### src/rtl/drive_pkg.sv
// -----------------------------------------------------------------------------
// drive_pkg
// Shared encodings for the drive-mode scheduler: FSM state codes, voice command
// codes, motor drive patterns {m1a,m1b,m2a,m2b} and small pattern helpers.
// No ports (package).
// -----------------------------------------------------------------------------
package drive_pkg;

    typedef enum logic [2:0] {
        ST_AUTO    = 3'b000,
        ST_VOICE   = 3'b001,
        ST_STOPPED = 3'b010,
        ST_SEARCH  = 3'b011,
        ST_LOST    = 3'b100
    } state_t;

    localparam logic [2:0] CMD_AUTO  = 3'b000;
    localparam logic [2:0] CMD_FWD   = 3'b001;
    localparam logic [2:0] CMD_RIGHT = 3'b010;
    localparam logic [2:0] CMD_LEFT  = 3'b011;
    localparam logic [2:0] CMD_STOP  = 3'b100;
    localparam logic [2:0] CMD_REV   = 3'b101;

    localparam logic [3:0] PAT_FWD   = 4'b1010;
    localparam logic [3:0] PAT_RIGHT = 4'b1000;
    localparam logic [3:0] PAT_LEFT  = 4'b0010;
    localparam logic [3:0] PAT_STOP  = 4'b0000;
    localparam logic [3:0] PAT_REV   = 4'b0101;
    localparam logic [3:0] PAT_SPIN  = 4'b1001;

    // Motor pattern driven while a voice motion command is latched.
    function automatic logic [3:0] voice_pattern(input logic [2:0] c);
        case (c)
            CMD_FWD:   voice_pattern = PAT_FWD;
            CMD_RIGHT: voice_pattern = PAT_RIGHT;
            CMD_LEFT:  voice_pattern = PAT_LEFT;
            CMD_REV:   voice_pattern = PAT_REV;
            default:   voice_pattern = PAT_STOP;
        endcase
    endfunction

    // Per-motor reversal flags {left, right}: set when a motor driven one way
    // in 'from' is driven the opposite way in 'to'.
    function automatic logic [1:0] reversal_mask(input logic [3:0] from,
                                                 input logic [3:0] to);
        reversal_mask = {(from[3] & to[2]) | (from[2] & to[3]),
                         (from[1] & to[0]) | (from[0] & to[1])};
    endfunction

endpackage

### src/rtl/motor_deadtime.sv
// -----------------------------------------------------------------------------
// motor_deadtime
// Registers the motor drive pattern and inserts an all-off gap of DEAD_CYCLES
// whenever a motor would flip between forward and reverse drive.
// Ports:
//   clk    in   system clock
//   rst    in   asynchronous active-high reset
//   target in   [3:0] requested pattern {m1a,m1b,m2a,m2b}
//   motor  out  [3:0] registered pattern actually driven to the H-bridges
// -----------------------------------------------------------------------------
module motor_deadtime
    import drive_pkg::*;
#(
    parameter int DEAD_CYCLES = 3
) (
    input  logic       clk,
    input  logic       rst,
    input  logic [3:0] target,
    output logic [3:0] motor
);

    localparam int            CW        = $clog2(DEAD_CYCLES + 1);
    localparam logic [CW-1:0] DEAD_LOAD = CW'(DEAD_CYCLES);
    localparam logic [CW-1:0] CNT_ONE   = CW'(1);

    logic [CW-1:0] dead_cnt;
    logic [3:0]    pre_dead;   // output that was being driven when the gap began
    logic [3:0]    target_p1;  // target as seen on the previous cycle
    logic [1:0]    rev_now;
    logic [1:0]    rev_added;

    assign rev_now   = reversal_mask(motor, target);
    // Only a motor that newly reverses against the pre-gap output restarts the
    // gap; retargeting among already-covered reversals just waits it out.
    assign rev_added = reversal_mask(pre_dead, target) &
                       ~reversal_mask(pre_dead, target_p1);

    // ---- stage p1: target -> driven pattern ----
    always_ff @(posedge clk or posedge rst) begin
        if (rst) begin
            motor     <= PAT_STOP;
            pre_dead  <= PAT_STOP;
            target_p1 <= PAT_STOP;
            dead_cnt  <= '0;
        end else begin
            target_p1 <= target;
            if (dead_cnt == '0) begin
                if (rev_now != 2'b00) begin
                    motor    <= PAT_STOP;
                    pre_dead <= motor;
                    dead_cnt <= DEAD_LOAD;
                end else begin
                    motor <= target;
                end
            end else if (rev_added != 2'b00) begin
                dead_cnt <= DEAD_LOAD;
            end else if (dead_cnt == CNT_ONE) begin
                motor    <= target;
                dead_cnt <= '0;
            end else begin
                dead_cnt <= dead_cnt - CNT_ONE;
            end
        end
    end

endmodule

### src/rtl/drive_mode_scheduler.sv
// -----------------------------------------------------------------------------
// drive_mode_scheduler
// Sequences the two H-bridge motor outputs from two line sensors and a 3-bit
// voice command: line following (AUTO), timed voice moves (VOICE), latched
// stop (STOPPED), bounded spin search (SEARCH) and give-up (LOST).
// Ports:
//   clk, rst         clock; asynchronous active-high reset
//   s1, s2           left/right line sensors, asynchronous, 1 = off-line
//   cmd[2:0]         voice command, qualified by the one-cycle cmd_valid strobe
//   m1a,m1b,m2a,m2b  motor drive outputs (left fwd/rev, right fwd/rev)
//   mode_voice       1 while in VOICE or STOPPED
//   state[2:0]       current FSM state code
// -----------------------------------------------------------------------------
module drive_mode_scheduler
    import drive_pkg::*;
#(
    parameter int DEB_CYCLES    = 4,
    parameter int CMD_HOLD      = 1000,
    parameter int SEARCH_CYCLES = 500,
    parameter int DEAD_CYCLES   = 3
) (
    input  logic       clk,
    input  logic       rst,
    input  logic       s1,
    input  logic       s2,
    input  logic [2:0] cmd,
    input  logic       cmd_valid,
    output logic       m1a,
    output logic       m1b,
    output logic       m2a,
    output logic       m2b,
    output logic       mode_voice,
    output logic [2:0] state
);

    localparam int DW = $clog2(DEB_CYCLES + 1);
    localparam int HW = $clog2(CMD_HOLD + 1);
    localparam int SW = $clog2(SEARCH_CYCLES + 1);

    logic [1:0]    sync_p0, sync_p1, seen_p2, filt;
    logic [DW-1:0] run_cnt, run_nxt;

    state_t        cur_state, nxt_state;
    logic [2:0]    vcmd, vcmd_nxt;
    logic [HW-1:0] hold_cnt, hold_nxt;
    logic [SW-1:0] srch_cnt, srch_nxt;
    logic [3:0]    target_p0, target_nxt;
    logic [3:0]    motor;
    logic          cmd_take;

    // run_nxt counts consecutive cycles the synchronised pair has held its
    // value (saturating at DEB_CYCLES); the filter follows once it gets there.
    always_comb begin
        run_nxt = run_cnt;
        if (sync_p1 != seen_p2) begin
            run_nxt = DW'(1);
        end else if (run_cnt < DW'(DEB_CYCLES)) begin
            run_nxt = run_cnt + DW'(1);
        end
    end

    // ---- stages p0/p1: synchroniser, p2: debounce ----
    always_ff @(posedge clk or posedge rst) begin
        if (rst) begin
            sync_p0 <= 2'b00;
            sync_p1 <= 2'b00;
            seen_p2 <= 2'b00;
            run_cnt <= '0;
            filt    <= 2'b00;
        end else begin
            sync_p0 <= {s1, s2};
            sync_p1 <= sync_p0;
            seen_p2 <= sync_p1;
            run_cnt <= run_nxt;
            if (run_nxt >= DW'(DEB_CYCLES)) begin
                filt <= sync_p1;
            end
        end
    end

    always_comb begin
        nxt_state  = cur_state;
        vcmd_nxt   = vcmd;
        hold_nxt   = hold_cnt;
        srch_nxt   = srch_cnt;
        target_nxt = PAT_STOP;
        cmd_take   = cmd_valid && (cmd != 3'b110) && (cmd != 3'b111);

        // An accepted command wins over anything the current state would do.
        if (cmd_take) begin
            case (cmd)
                CMD_AUTO: nxt_state = ST_AUTO;
                CMD_STOP: nxt_state = ST_STOPPED;
                default: begin
                    nxt_state = ST_VOICE;
                    vcmd_nxt  = cmd;
                    hold_nxt  = HW'(CMD_HOLD);
                end
            endcase
        end else begin
            case (cur_state)
                ST_AUTO: begin
                    if (filt == 2'b11) begin
                        nxt_state = ST_SEARCH;
                        srch_nxt  = SW'(SEARCH_CYCLES);
                    end
                end
                ST_VOICE: begin
                    if (hold_cnt <= HW'(1)) begin
                        nxt_state = ST_AUTO;
                        hold_nxt  = '0;
                    end else begin
                        hold_nxt = hold_cnt - HW'(1);
                    end
                end
                ST_SEARCH: begin
                    if (filt != 2'b11) begin
                        nxt_state = ST_AUTO;
                    end else if (srch_cnt <= SW'(1)) begin
                        nxt_state = ST_LOST;
                        srch_nxt  = '0;
                    end else begin
                        srch_nxt = srch_cnt - SW'(1);
                    end
                end
                ST_LOST: begin
                    if (filt != 2'b11) begin
                        nxt_state = ST_AUTO;
                    end
                end
                ST_STOPPED: begin
                    nxt_state = ST_STOPPED;
                end
                default: nxt_state = ST_AUTO;
            endcase
        end

        // Pattern for the state being entered; AUTO with both sensors off the
        // line holds still for the one cycle before SEARCH takes over.
        case (nxt_state)
            ST_AUTO: begin
                case (filt)
                    2'b00:   target_nxt = PAT_FWD;
                    2'b10:   target_nxt = PAT_RIGHT;
                    2'b01:   target_nxt = PAT_LEFT;
                    default: target_nxt = PAT_STOP;
                endcase
            end
            ST_VOICE:  target_nxt = voice_pattern(vcmd_nxt);
            ST_SEARCH: target_nxt = PAT_SPIN;
            default:   target_nxt = PAT_STOP;
        endcase
    end

    // ---- stage p0: FSM decision -> state / target registers ----
    always_ff @(posedge clk or posedge rst) begin
        if (rst) begin
            cur_state <= ST_AUTO;
            vcmd      <= CMD_AUTO;
            hold_cnt  <= '0;
            srch_cnt  <= '0;
            target_p0 <= PAT_STOP;
        end else begin
            cur_state <= nxt_state;
            vcmd      <= vcmd_nxt;
            hold_cnt  <= hold_nxt;
            srch_cnt  <= srch_nxt;
            target_p0 <= target_nxt;
        end
    end

    motor_deadtime #(
        .DEAD_CYCLES(DEAD_CYCLES)
    ) u_deadtime (
        .clk   (clk),
        .rst   (rst),
        .target(target_p0),
        .motor (motor)
    );

    assign {m1a, m1b, m2a, m2b} = motor;
    assign mode_voice           = (cur_state == ST_VOICE) || (cur_state == ST_STOPPED);
    assign state                = cur_state;

endmodule

### config.mk
export PLATFORM = sky130hd
export DESIGN_NAME = drive_mode_scheduler
export DESIGN_NICKNAME = d
export VERILOG_FILES = /design/src/rtl/drive_pkg.sv /design/src/rtl/motor_deadtime.sv /design/src/rtl/drive_mode_scheduler.sv
export SDC_FILE = /design/constraint.sdc
export NUM_CORES = 1
export LEC_CHECK = 0
export ABC_CLOCK_PERIOD_IN_PS = 5400
export BUFFER_PORTS_ARGS = -buffer_cell sky130_fd_sc_hd__buf_2
export CAP_MARGIN = 5
export CELL_PAD_IN_SITES_DETAIL_PLACEMENT = 1
export CELL_PAD_IN_SITES_GLOBAL_PLACEMENT = 2
export CORE_MARGIN = 4
export CORE_UTILIZATION = 41
export CTS_CLUSTER_DIAMETER = 150
export CTS_CLUSTER_SIZE = 8
export DETAILED_ROUTE_END_ITERATION = 16
export GPL_ROUTABILITY_DRIVEN = 0
export PLACE_DENSITY_LB_ADDON = 0.08
export SLEW_MARGIN = 20
export SYNTH_ARGS = -nofsm -noshare
export SYNTH_HDL_FRONTEND = slang
export SYNTH_SLANG_ARGS = --single-unit
### constraint.sdc
create_clock -name clk -period 5.4 [get_ports clk]
set_input_delay 0.54 -clock clk [delete_from_list [all_inputs] [get_ports clk]]
set_output_delay 0.54 -clock clk [all_outputs]
set_load 0.02 [all_outputs]
======== Word level (Yosys, flattened, before mapping) ========
Index checks and enable logic that the tools add are counted.
storage, ports and cells
  input bits .............................. 8
  output and inout port bits .............. 8
  flip-flop bits (word level) ............. 54
  word-level logic and storage cells ...... 116
operators by class
  $add $sub $neg .......................... 4
  muxes and demuxes ....................... 31
  bitwise operators ....................... 21
  equal/unequal tests ..................... 24
  reduce and logical (&&, ||, !) cells .... 18
  order comparisons ....................... 4
operator list
  operator               count
  $mux 10                4
  $mux 3                 10
  $mux 9                 3
  $pmux 4 s3             2
  $pmux 9 s2             1
  $mux 4                 4
  $pmux 4 s4             1
  $eq 3x2->1 const B     5
  $pmux 3 s5             1
  $and 1x1->1            12
  $le 10x1->1 const B    1
  $ne 2x2->1 const B     5
  $reduce_bool 2->1      5
  $sub 10x1->10 const B  1
  $eq 3x1->1 const B     3
  $eq 3x3->1 const B     3
  $le 9x1->1 const B     1
  $logic_not 3->1        3
  $sub 9x1->9 const B    1
  $mux 2                 4
  $ne 3x3->1 const B     2
  $or 1x1->1             6
  $reduce_and 2->1       3
  $eq 2x1->1 const B     2
  other kinds (16)       19

======== Depth between registers and ports, before layout ========
Gate-level depths: netlist of the first run.
  depth after elaboration ................. 7
  mapped depth ............................ 7
  gate-level depth less buffers ........... 7

======== Cells and area by module ========
From an unflattened synthesis of the first run, not the netlist that was laid out.
unflattened totals
  cell total of the unflattened synthesis .. 264
  area total of the unflattened synthesis .. 2767.7 um2
modules (own cells, without submodules)
  module                area an instance (um2)  instances  cells an instance  sequential area each (um2)
  drive_mode_scheduler  2145.8                  1          218                1001.0
  motor_deadtime        621.8                   1          46                 350.3

======== Worst setup path after synthesis of the first run ========
Ideal clock, no wire load.
  path kind ............................... register to register
  from .................................... register cur_state[1], in the netlist state[1]
  to ...................................... register hold_cnt[1]
  slack ................................... 3.560 ns
  library setup time ...................... 0.083 ns
  data arrival time ....................... 1.757 ns
  required time ........................... 5.317 ns
  cell stages (with the launch flop) ...... 7
  clock period less this slack ............ 1.840 ns
  path buffers ............................ 2
  cells stage by stage .................... dfrtp_1 -> clkbuf_1 -> nor3b_1 -> o21ai_0 -> clkbuf_1 -> or4_1 -> o21ai_0
between the ends
  longest elaborated chain between the ends .. 3
RTL lines
  element                      RTL line                     RTL
  start, declared              drive_mode_scheduler.sv:43   state_t cur_state, nxt_state;
  start signal, assigned       drive_mode_scheduler.sv:164  cur_state <= nxt_state;
  $eq 3x1->1                   drive_mode_scheduler.sv:101  case (cur_state)
  $reduce_bool 2->1 (no line)  n/a
  $reduce_and 2->1 (no line)   n/a
  end signal, assigned         drive_mode_scheduler.sv:166  hold_cnt <= hold_nxt;
  end, declared                drive_mode_scheduler.sv:45   logic [HW-1:0] hold_cnt, hold_nxt;
No other way between the ends.
A chain may end at the register's enable or synchronous reset.

======== Final worst setup path of the first run ========
  from .................................... input cmd_valid
  to ...................................... register target_p0[1]
between the ends
  longest elaborated chain between the ends .. 6
  elaborated cells between the ends (all ways) .. 13
  classes of those cells .................. eq/ne: 6; mux: 4; reduce/logical: 3
RTL lines
  element                                   RTL line                     RTL
  start, declared                           drive_mode_scheduler.sv:27   input logic cmd_valid,
  $logic_and 1x1->1 * (2 in series)         drive_mode_scheduler.sv:87   cmd_take = cmd_valid && (cmd != 3'b110) && (cmd != 3'b111);
  $mux 3                                    drive_mode_scheduler.sv:90   if (cmd_take) begin
  $eq 3x3->1, or another cell as far along  drive_pkg.sv:33              case (c)
  $pmux 4 s4                                drive_pkg.sv:33
  $pmux 4 s3 *                              drive_mode_scheduler.sv:140  case (nxt_state)
  via target_nxt[1]                         drive_mode_scheduler.sv:47   logic [3:0] target_p0, target_nxt;
  end signal, assigned                      drive_mode_scheduler.sv:168  target_p0 <= target_nxt;
  end, declared                             drive_mode_scheduler.sv:47
Mark *: on every way through the listed nets, which the timed path passes. The rest lies on a longest branch.

==> results of run 1 <==
## sequential cells by signal, indices dropped and copies added (netlist names)
name                  cells
vcmd                      3
u_deadtime.motor          4
run_cnt                   3
target_p0                 4
sync_p1                   2
hold_cnt                 10
state                     3
seen_p2                   2
srch_cnt                  9
u_deadtime.pre_dead       4
u_deadtime.dead_cnt       2
filt                      2
sync_p0                   2
u_deadtime.target_p1      4
## power groups by stage
stage | Combinational, mW | Sequential, mW | Clock, mW
final | 0.484 | 0.644 | 0.251
after global routing | 0.560 | 0.670 | 0.279
after CTS | 0.491 | 0.646 | 0.260
after detailed placement | 0.487 | 0.654 | 0
after global placement | 0.474 | 0.650 | 0
after floorplan | 0.367 | 0.629 | 0
## per-stage QoR
step           utilization, %  setup slack [ns]  hold slack [ns]  std cells  instance area [um^2]
2_1_floorplan               -              3.55            0.331        289                  2740
3_3_place_gp             45.1              2.49            0.338        376                  2900
3_5_place_dp             45.1              2.33            0.347        376                  2900
4_1_cts                  46.6              2.67            0.308        384                  2990
5_1_grt                  46.6              2.70            0.302        384                  2990
6_report                 46.6              2.95            0.319        384                  2990
## metal layers
layer  vias to the layer above  global-route usage, %  part of all wire, %
met5                         -                      0                    0
met4                         0                   4.60                  1.4
met3                         8                   3.42                  3.0
met2                        26                   26.0                   46
met1                      1084                   22.8                   50
li1                       1072                      -                    -
## worst max-delay path, stage by stage
cell and delay (ns):
sky130_fd_sc_hd__buf_2 0.14, sky130_fd_sc_hd__a21boi_1 0.74, sky130_fd_sc_hd__o21ai_1 0.47, sky130_fd_sc_hd__a31o_2 0.39, sky130_fd_sc_hd__a211o_1 0.27, sky130_fd_sc_hd__a21oi_1 0.14
## cells in the mapped netlist (2+ instances only)
master                     instances  share of area [%]
sky130_fd_sc_hd__buf_2             3               0.55
sky130_fd_sc_hd__or3_1             4               0.91
sky130_fd_sc_hd__a31oi_1           4               0.91
sky130_fd_sc_hd__ha_1              7                3.2
sky130_fd_sc_hd__nor2b_1           2               0.46
sky130_fd_sc_hd__clkbuf_1          3               0.41
sky130_fd_sc_hd__nor2_1           26                3.6
sky130_fd_sc_hd__nand2_1          36                4.9
sky130_fd_sc_hd__nor3b_1           6                1.6
sky130_fd_sc_hd__nand2b_1          5                1.1
sky130_fd_sc_hd__a22o_1            2               0.64
sky130_fd_sc_hd__o22ai_1           4               0.91
sky130_fd_sc_hd__mux2_2            2               0.82
sky130_fd_sc_hd__o21a_1            2               0.55
sky130_fd_sc_hd__xnor2_1           5                1.6
sky130_fd_sc_hd__a211o_1           3               0.96
sky130_fd_sc_hd__o31ai_1           3               0.82
sky130_fd_sc_hd__nand3_1           9                1.6
sky130_fd_sc_hd__dfrtp_1          54                 49
sky130_fd_sc_hd__or4_1             3               0.82
sky130_fd_sc_hd__a21oi_1          15                2.7
sky130_fd_sc_hd__nor3_1            9                1.6
sky130_fd_sc_hd__nand3b_1          3               0.82
sky130_fd_sc_hd__o21ai_0          30                5.5
sky130_fd_sc_hd__a22oi_1           6                1.6
sky130_fd_sc_hd__inv_1            15                2.1
## layout make-up
class / count / area, um^2
Fill cell: 744 / 3430
Sequential cell: 54 / 1350
Multi-Input combinational cell: 214 / 1310
Tap cell: 77 / 96.3
Timing Repair Buffer: 16 / 82.6
Clock buffer: 5 / 68.8
Inverter: 15 / 56.3
Clock inverter: 3 / 28.8
## final timing paths
path | end | depth (start not counted) | start | slack, ns
setup / recovery | target_p0[1]$_DFF_PP0_ | 6 | cmd_valid | 2.95
hold / removal | sync_p0[1]$_DFF_PP0_ | 1 | s1 | 0.32
setup reg to reg | target_p0[1]$_DFF_PP0_ | 5 | state[0]$_DFF_PP0_ | 3.26
hold reg to reg | sync_p1[0]$_DFF_PP0_ | 0 | sync_p0[0]$_DFF_PP0_ | 0.37
max in group asynchronous | u_deadtime.target_p1[0]$_DFF_PP0_ | 3 | rst | 4.56
min in group asynchronous | srch_cnt[0]$_DFFE_PP0P_ | 3 | rst | 0.40
## kinds of logic (layout without fill, tap and decap cells)
group / after synthesis / in the layout / share of synthesized area [%]
AO/OA/AOI/OAI: 81 / 81 / 18.5
XOR/XNOR: 6 / 6 / 1.92
adder cells (fa/ha/maj): 7 / 7 / 3.19
buffers and inverters: 21 / 39 / 3.01
flip-flops: 54 / 54 / 49.3
multiplexers: 3 / 3 / 1.19
AND/OR/NAND/NOR: 117 / 117 / 22.9
## cell usage in the layout (no fill, tap or decap), drive strengths merged, types with 6 or more instances in the layout
cell / count
a22oi: 6
o21ai: 30
nor3: 9
a21oi: 15
nand2: 37
nor3b: 6
nor2: 26
dfrtp: 54
inv: 17
ha: 7
nand3: 9
buf: 16
==> impl_summary.md, run 1 <==
Status
The flow ran to the end, and the final reports show no timing, DRC or antenna violations.

Global route
For this run, the total global-route usage over all layers was measured as 16.4%. The number of antenna violations at the first check in global routing is 0. The global-route wire length before repair is between 10 and 15 mm. The largest net degree at the start of global routing is between 50 and 60. Global routing finished with a remaining overflow of 0. The via count of the first global-routing pass was 2186.

Die
The number of I/O pins is 16. The horizontal extent of the die is roughly 90 um. The die area is about 0.0081 mm^2.

After floorplanning, the core was divided into 29 placement rows. The initial cell density of the core is between 40 and 50%. After floorplanning, the core was sized to cover around 0.0064 mm^2. In this run the vertical extent of the chip is between 80 and 90 um.

Detailed routing
After detailed routing, the average wire length per cell comes to 16.2 um. The wire length after detailed routing is a little over 6 mm. Summing over every cut layer, the via total after detailed routing is between 2000 and 2500. The detailed-routing iteration count for the pre-antenna-repair pass is 4. Dividing the detail-routed via count by the number of cells gives approximately 5.7.

The count of nets left with antenna violations once routing finished came out at 0. After detailed routing, the number of remaining DRC violations is 0. The violation count after the first detailed-route iteration is between 50 and 60.

STA
The shortest clock period the worst path allows after layout is approximately 2.4 ns. The transition time at the pin with the least slew margin is about 0.9 ns. Setup repair after global routing left no endpoint under its margin.

Across the routed clock network, the largest skew measured is around 0.0080 ns. For the final routed database, the setup TNS stands at 0 ns. In this run the tightest slew margin relative to its limit is about two fifths. The final critical path takes up a little under half of the cycle. The final number of max-transition violations is 0. The timing-limited maximum frequency is around 400 MHz. Setup violations remaining at the end of the flow were counted as 0.

The final hold violation count is 0.

Clock network
The number of sinks on the clock net is 54. Clock-pin slew was measured on the worst setup and hold paths at between 0.1 and 0.15 ns. The hold buffer count at cts is 0. In this run the clock root is driven by a sky130_fd_sc_hd__clkbuf_8. Once the clock tree was built, the resizer swapped 0 gates to a different size.

The H-tree was split into 2 levels. The clock passes through at most 2 buffers. The clock tree from TritonCTS is yes. The TritonCTS buffer count is 5. For the worst-skew pair, the clock arrives at the later sink with an insertion delay of 0.32 ns. The post-CTS setup-driven buffer insertion count is 0.

Synthesis
Synthesis instantiated 54 different standard cells from the library. Averaged over all synthesized cells, the footprint is 9.49 um^2. The share of async-settable or async-resettable flops after synthesis is 100%. Of the synthesized area, sequential elements account for 49.3%. Synthesis produced 289 cells. The count of warnings emitted by yosys is 0.

Counting flops with a built-in enable in the synthesized netlist gives 0. The register bit total from synthesis is 54. Among all flip-flop cells after synthesis, the most frequent one is sky130_fd_sc_hd__dfrtp_1.

The netlist area before placement is about 0.0027 mm^2. The net count after synthesis is 304.

Power
The register share of total power is about 47%. Summed over all cells, the static leakage comes to between 1 and 1.5 nW. In this run, the clock network consumes between 10% and 20% of the power. The maximum resistive drop on vdd is between 0.15 and 0.2 mV. The fraction of power consumed by combinational cells is a little over a third. In this run switching power makes up 41.1% of total power. Overall power consumption after layout is estimated at ~1.4 mW.

The power per unit of standard cell area is about 460 mW/mm^2. In this run the power spent charging and discharging nets is between 0.5 and 0.6 mW. Internal power comes to ~0.81 mW.

Setup path
The worst endpoint data arrival time is roughly 2.7 ns. The data required time at the worst endpoint is between 5 and 6 ns. The kind of end point of the critical path is a flop. Along the worst path, the maximum fanout reaches 12. The critical path class is in -> reg.

The startpoint type of the worst setup path is a primary input.

Worst hold path
In this run the worst hold path is classified as in -> reg.

Layout
Cells with a size suffix above 1 make up between 10% and 20% of the layout. The area overhead of the layout relative to synthesis is 9.12%. The final antenna diode count is 0. At the end of the flow, the number of nets in the layout was around 320.

Flow run
The count of maximum capacitance violations is 0.

Place
The sum of net half-perimeters after detailed placement is ~4.4 mm. In this run the tool buffered the top-level ports with 15 buffer cells.
(Power assumes the default switching activity.)
==> run 2: changes to the inputs <==
--- a/config.mk
+++ b/config.mk
@@ -5,13 +5,13 @@
 export SDC_FILE = /design/constraint.sdc
 export NUM_CORES = 1
 export LEC_CHECK = 0
-export ABC_CLOCK_PERIOD_IN_PS = 5400
+export ABC_CLOCK_PERIOD_IN_PS = 2500
 export BUFFER_PORTS_ARGS = -buffer_cell sky130_fd_sc_hd__buf_2
 export CAP_MARGIN = 5
 export CELL_PAD_IN_SITES_DETAIL_PLACEMENT = 1
 export CELL_PAD_IN_SITES_GLOBAL_PLACEMENT = 2
 export CORE_MARGIN = 4
-export CORE_UTILIZATION = 41
+export CORE_UTILIZATION = 38
 export CTS_CLUSTER_DIAMETER = 150
 export CTS_CLUSTER_SIZE = 8
 export DETAILED_ROUTE_END_ITERATION = 16
==> constraint.sdc (replaced) <==
create_clock -name clk -period 2.5 [get_ports clk]
set_input_delay 0.25 -clock clk [delete_from_list [all_inputs] [get_ports clk]]
set_output_delay 0.25 -clock clk [all_outputs]
set_load 0.02 [all_outputs]
==> impl_summary.md, run 2 (synthesis gave the netlist of run 1 again) <==
Status
Run status: completed (unchanged).

STA
The shortest clock period the worst path allows after layout is 2.05 ns. The timing-limited maximum frequency is between 400 and 500 MHz. The clock skew after layout is 0.0141 ns (was 0.00803 ns). The setup total negative slack was 0 ns (unchanged). The worst slew margin relative to its limit came to 53.2% (was 40.5%). The final number of max-transition violations is 0 (unchanged). The final hold violation count is 0 (unchanged). The part of the cycle the worst path needs is a little over 80%. The minimum setup slack in the final design is 0.455 ns (was 2.95 ns).

The number of failing setup endpoints in the final timing report is 0 (unchanged). Unrepaired setup endpoints after global routing: no (unchanged). The worst hold-check slack is 0.0450 ns (was 0.319 ns).

The transition time at the pin with the least slew margin is 0.702 ns (was 0.890 ns).

Detailed routing
The via count is 2145 (was 2190). The met3 layer wire length in the routed design is 120 um (was 185 um). The met2 wirelength from detailed routing is 2.96 mm (was 2.86 mm). The post-route antenna net violation count came to 0 (unchanged). The met1 routed wirelength after detailed routing is 3.20 mm (was 3.08 mm). The highest metal layer with signal wires is met4 (unchanged). The wire length after detailed routing is 6.30 mm (was 6.21 mm). The post-route DRC violation count came to 0 (unchanged). The detail-routed via count per cell is 5.23 (was 5.70). The wire length per cell is 15.4 um (was 16.2 um). The violation count after the first detailed-route iteration was 43 (was 56).

The detailed-routing iteration count for the pre-antenna-repair pass was 4 (unchanged).

Layout
The most flop-heavy register is hold_cnt (unchanged). The total area of sequential cells is 0.00135 mm^2 (unchanged). The non-filler instance count after layout is 410 (was 384). Registers with the most flip-flops: hold_cnt (10), srch_cnt (9) (unchanged). The area overhead of the layout relative to synthesis came to 12.0% (was 9.12%).

The fill cell total of the finished layout came to 843 (was 744). The most common library cell in the layout ignoring fill and taps was sky130_fd_sc_hd__dfrtp_1 (unchanged). The flip-flop count of the largest register after layout is 10 (unchanged). The final antenna diode count was 0 (unchanged). The final layout net count came to 328 (was 321). The multi-input combinational cell area is 0.00131 mm^2 (unchanged). The fraction of layout cells with a size suffix above 1 came to 14.0% (was 12.1%). Most frequent cells in the layout: sky130_fd_sc_hd__dfrtp_1, sky130_fd_sc_hd__nand2_1, sky130_fd_sc_hd__o21ai_0 (unchanged).

Die
The die height is 93.0 um (was 89.8 um). The area of the core region is 0.00691 mm^2 (was 0.00642 mm^2). The initial cell density of the core was 39.7% (was 42.7%). The horizontal extent of the die is 93.0 um (was 89.8 um). The die area came to 0.00864 mm^2 (was 0.00806 mm^2). The count of standard-cell rows is 30 (was 29). The number of I/O pins is 16 (unchanged).

Setup path
The cell with the biggest individual delay on the critical path was sky130_fd_sc_hd__nor4b_4 (was sky130_fd_sc_hd__a21boi_1). The family with the most delay on the worst path is simple AND/OR/NAND/NOR gates (was compound AO/OA/AOI/OAI gates). The critical path class is reg -> reg (was in -> reg). The startpoint type of the worst setup path was a flop (was primary input). The critical path buffer and inverter count is 1 (unchanged). The data required time at the worst endpoint was 2.67 ns (was 5.65 ns). Critical Path, Cell by Cell: or3_1 -> nor4b_4 -> inv_1 -> a31oi_1 -> o21ai_0 (was buf_2 -> a21boi_1 -> o21ai_1 -> a31o_2 -> a211o_1 -> a21oi_1). The kind of end point of the critical path is a flop (unchanged).

The largest incremental delay on the critical path came to 0.56 ns (was 0.74 ns). The maximum fanout encountered on the critical timing path is 10 (was 12). The worst endpoint data arrival time is 2.22 ns (was 2.70 ns).

Worst hold path
The classification of the worst-slack hold path is in -> reg (unchanged).

Global route
The number of antenna violations at the first check in global routing is 0 (unchanged). The global-route wire length before repair is 11.0 mm (about the same). The via count of the first global-routing pass was 2243 (was 2186).

The largest net degree at the start of global routing is 55 (unchanged). The global-route usage over all layers is 15.7% (was 16.4%). The sum of overflow across all layers after global routing came to 0 (unchanged).

Place
The worst slack after detailed placement was 0.412 ns (was 2.33 ns). The post-placement cell count is 402 (was 376). The sum of net half-perimeters after detailed placement is 4.53 mm (was 4.43 mm). The number of buffers added on ports is 15 (unchanged).

Clock network
The number of sinks on the clock net came to 54 (unchanged). The number of buffers on the longest clock path is 2 (unchanged). The clock tree root buffer cell is sky130_fd_sc_hd__clkbuf_8 (unchanged). The TritonCTS buffer count is 5 (unchanged). The post-CTS setup-driven buffer insertion count is 0 (unchanged). The hold buffer count at cts is 0 (unchanged). The post-cts repair resize count is 0 (unchanged). The level count of the clock H-tree was 2 (unchanged). The insertion delay to the later sink of the worst-skew pair is 0.31 ns (was 0.32 ns). The clock transition at the registers of the reported paths is 0.10 ns (was 0.11 ns).

The clock tree from TritonCTS is yes (unchanged).

Flow run
The count of maximum capacitance violations is 0 (unchanged).

Power
The leakage dissipation is 1.32 nW (was 1.28 nW). The power per unit of standard cell area is 979 mW/mm^2 (was 461 mW/mm^2). The maximum resistive drop on vdd was 0.277 mV (was 0.161 mV).
[run 2: path summary, 6_finish.rpt]
check                      cells after the start                               to  slack, ns               startpoint
min reg2reg                                    0             sync_p1[1]$_DFF_PP0_       0.36     sync_p0[1]$_DFF_PP0_
min                                            1             sync_p0[1]$_DFF_PP0_       0.04                       s1
max reg2reg                                    5          hold_cnt[3]$_DFFE_PP0P_       0.45  hold_cnt[6]$_DFFE_PP0P_
max                                            5          hold_cnt[3]$_DFFE_PP0P_       0.45  hold_cnt[6]$_DFFE_PP0P_
max in group asynchronous                      3          hold_cnt[2]$_DFFE_PP0P_       1.91                      rst
min in group asynchronous                      3  u_deadtime.motor[2]$_DFFE_PP0P_       0.12                      rst
[run 2: final cells by class]
cell class                      instances  share of cell area [%]
Clock buffer                            6                    2.69
Inverter                               15                    1.83
Timing Repair Buffer                   23                    4.40
Sequential cell                        54                    44.0
Multi-Input combinational cell        214                    42.6
Tap cell                               96                    3.91
Clock inverter                          2                   0.570
[run 2: routing by layer]
metal  global-route usage, %  vias up
met3                    2.76        2
met2                    26.2       16
met1                    21.4     1044
li1                        -     1083
met4                    3.05        0
met5                       0        -
[run 2: per-stage QoR]
| step | power, mW | util [%] | area [um^2] |
|---|---|---|---|
| floorplan | 2.15 | - | 2740 |
| global placement | 2.49 | 43.0 | 2970 |
| detailed placement | 2.51 | 43.0 | 2970 |
| CTS | 3.06 | 44.5 | 3070 |
| global route | 3.29 | 44.5 | 3070 |
| finish | 3.01 | 44.5 | 3070 |
[run 2: where the power goes]
group / internal, mW / switching (mW) / leakage (nW)
sequential: 1.12 / 0.269 / 0.643
clock: 0.229 / 0.302 / 0.0514
combinational: 0.455 / 0.633 / 0.623
total: 1.80 / 1.20 / 1.32
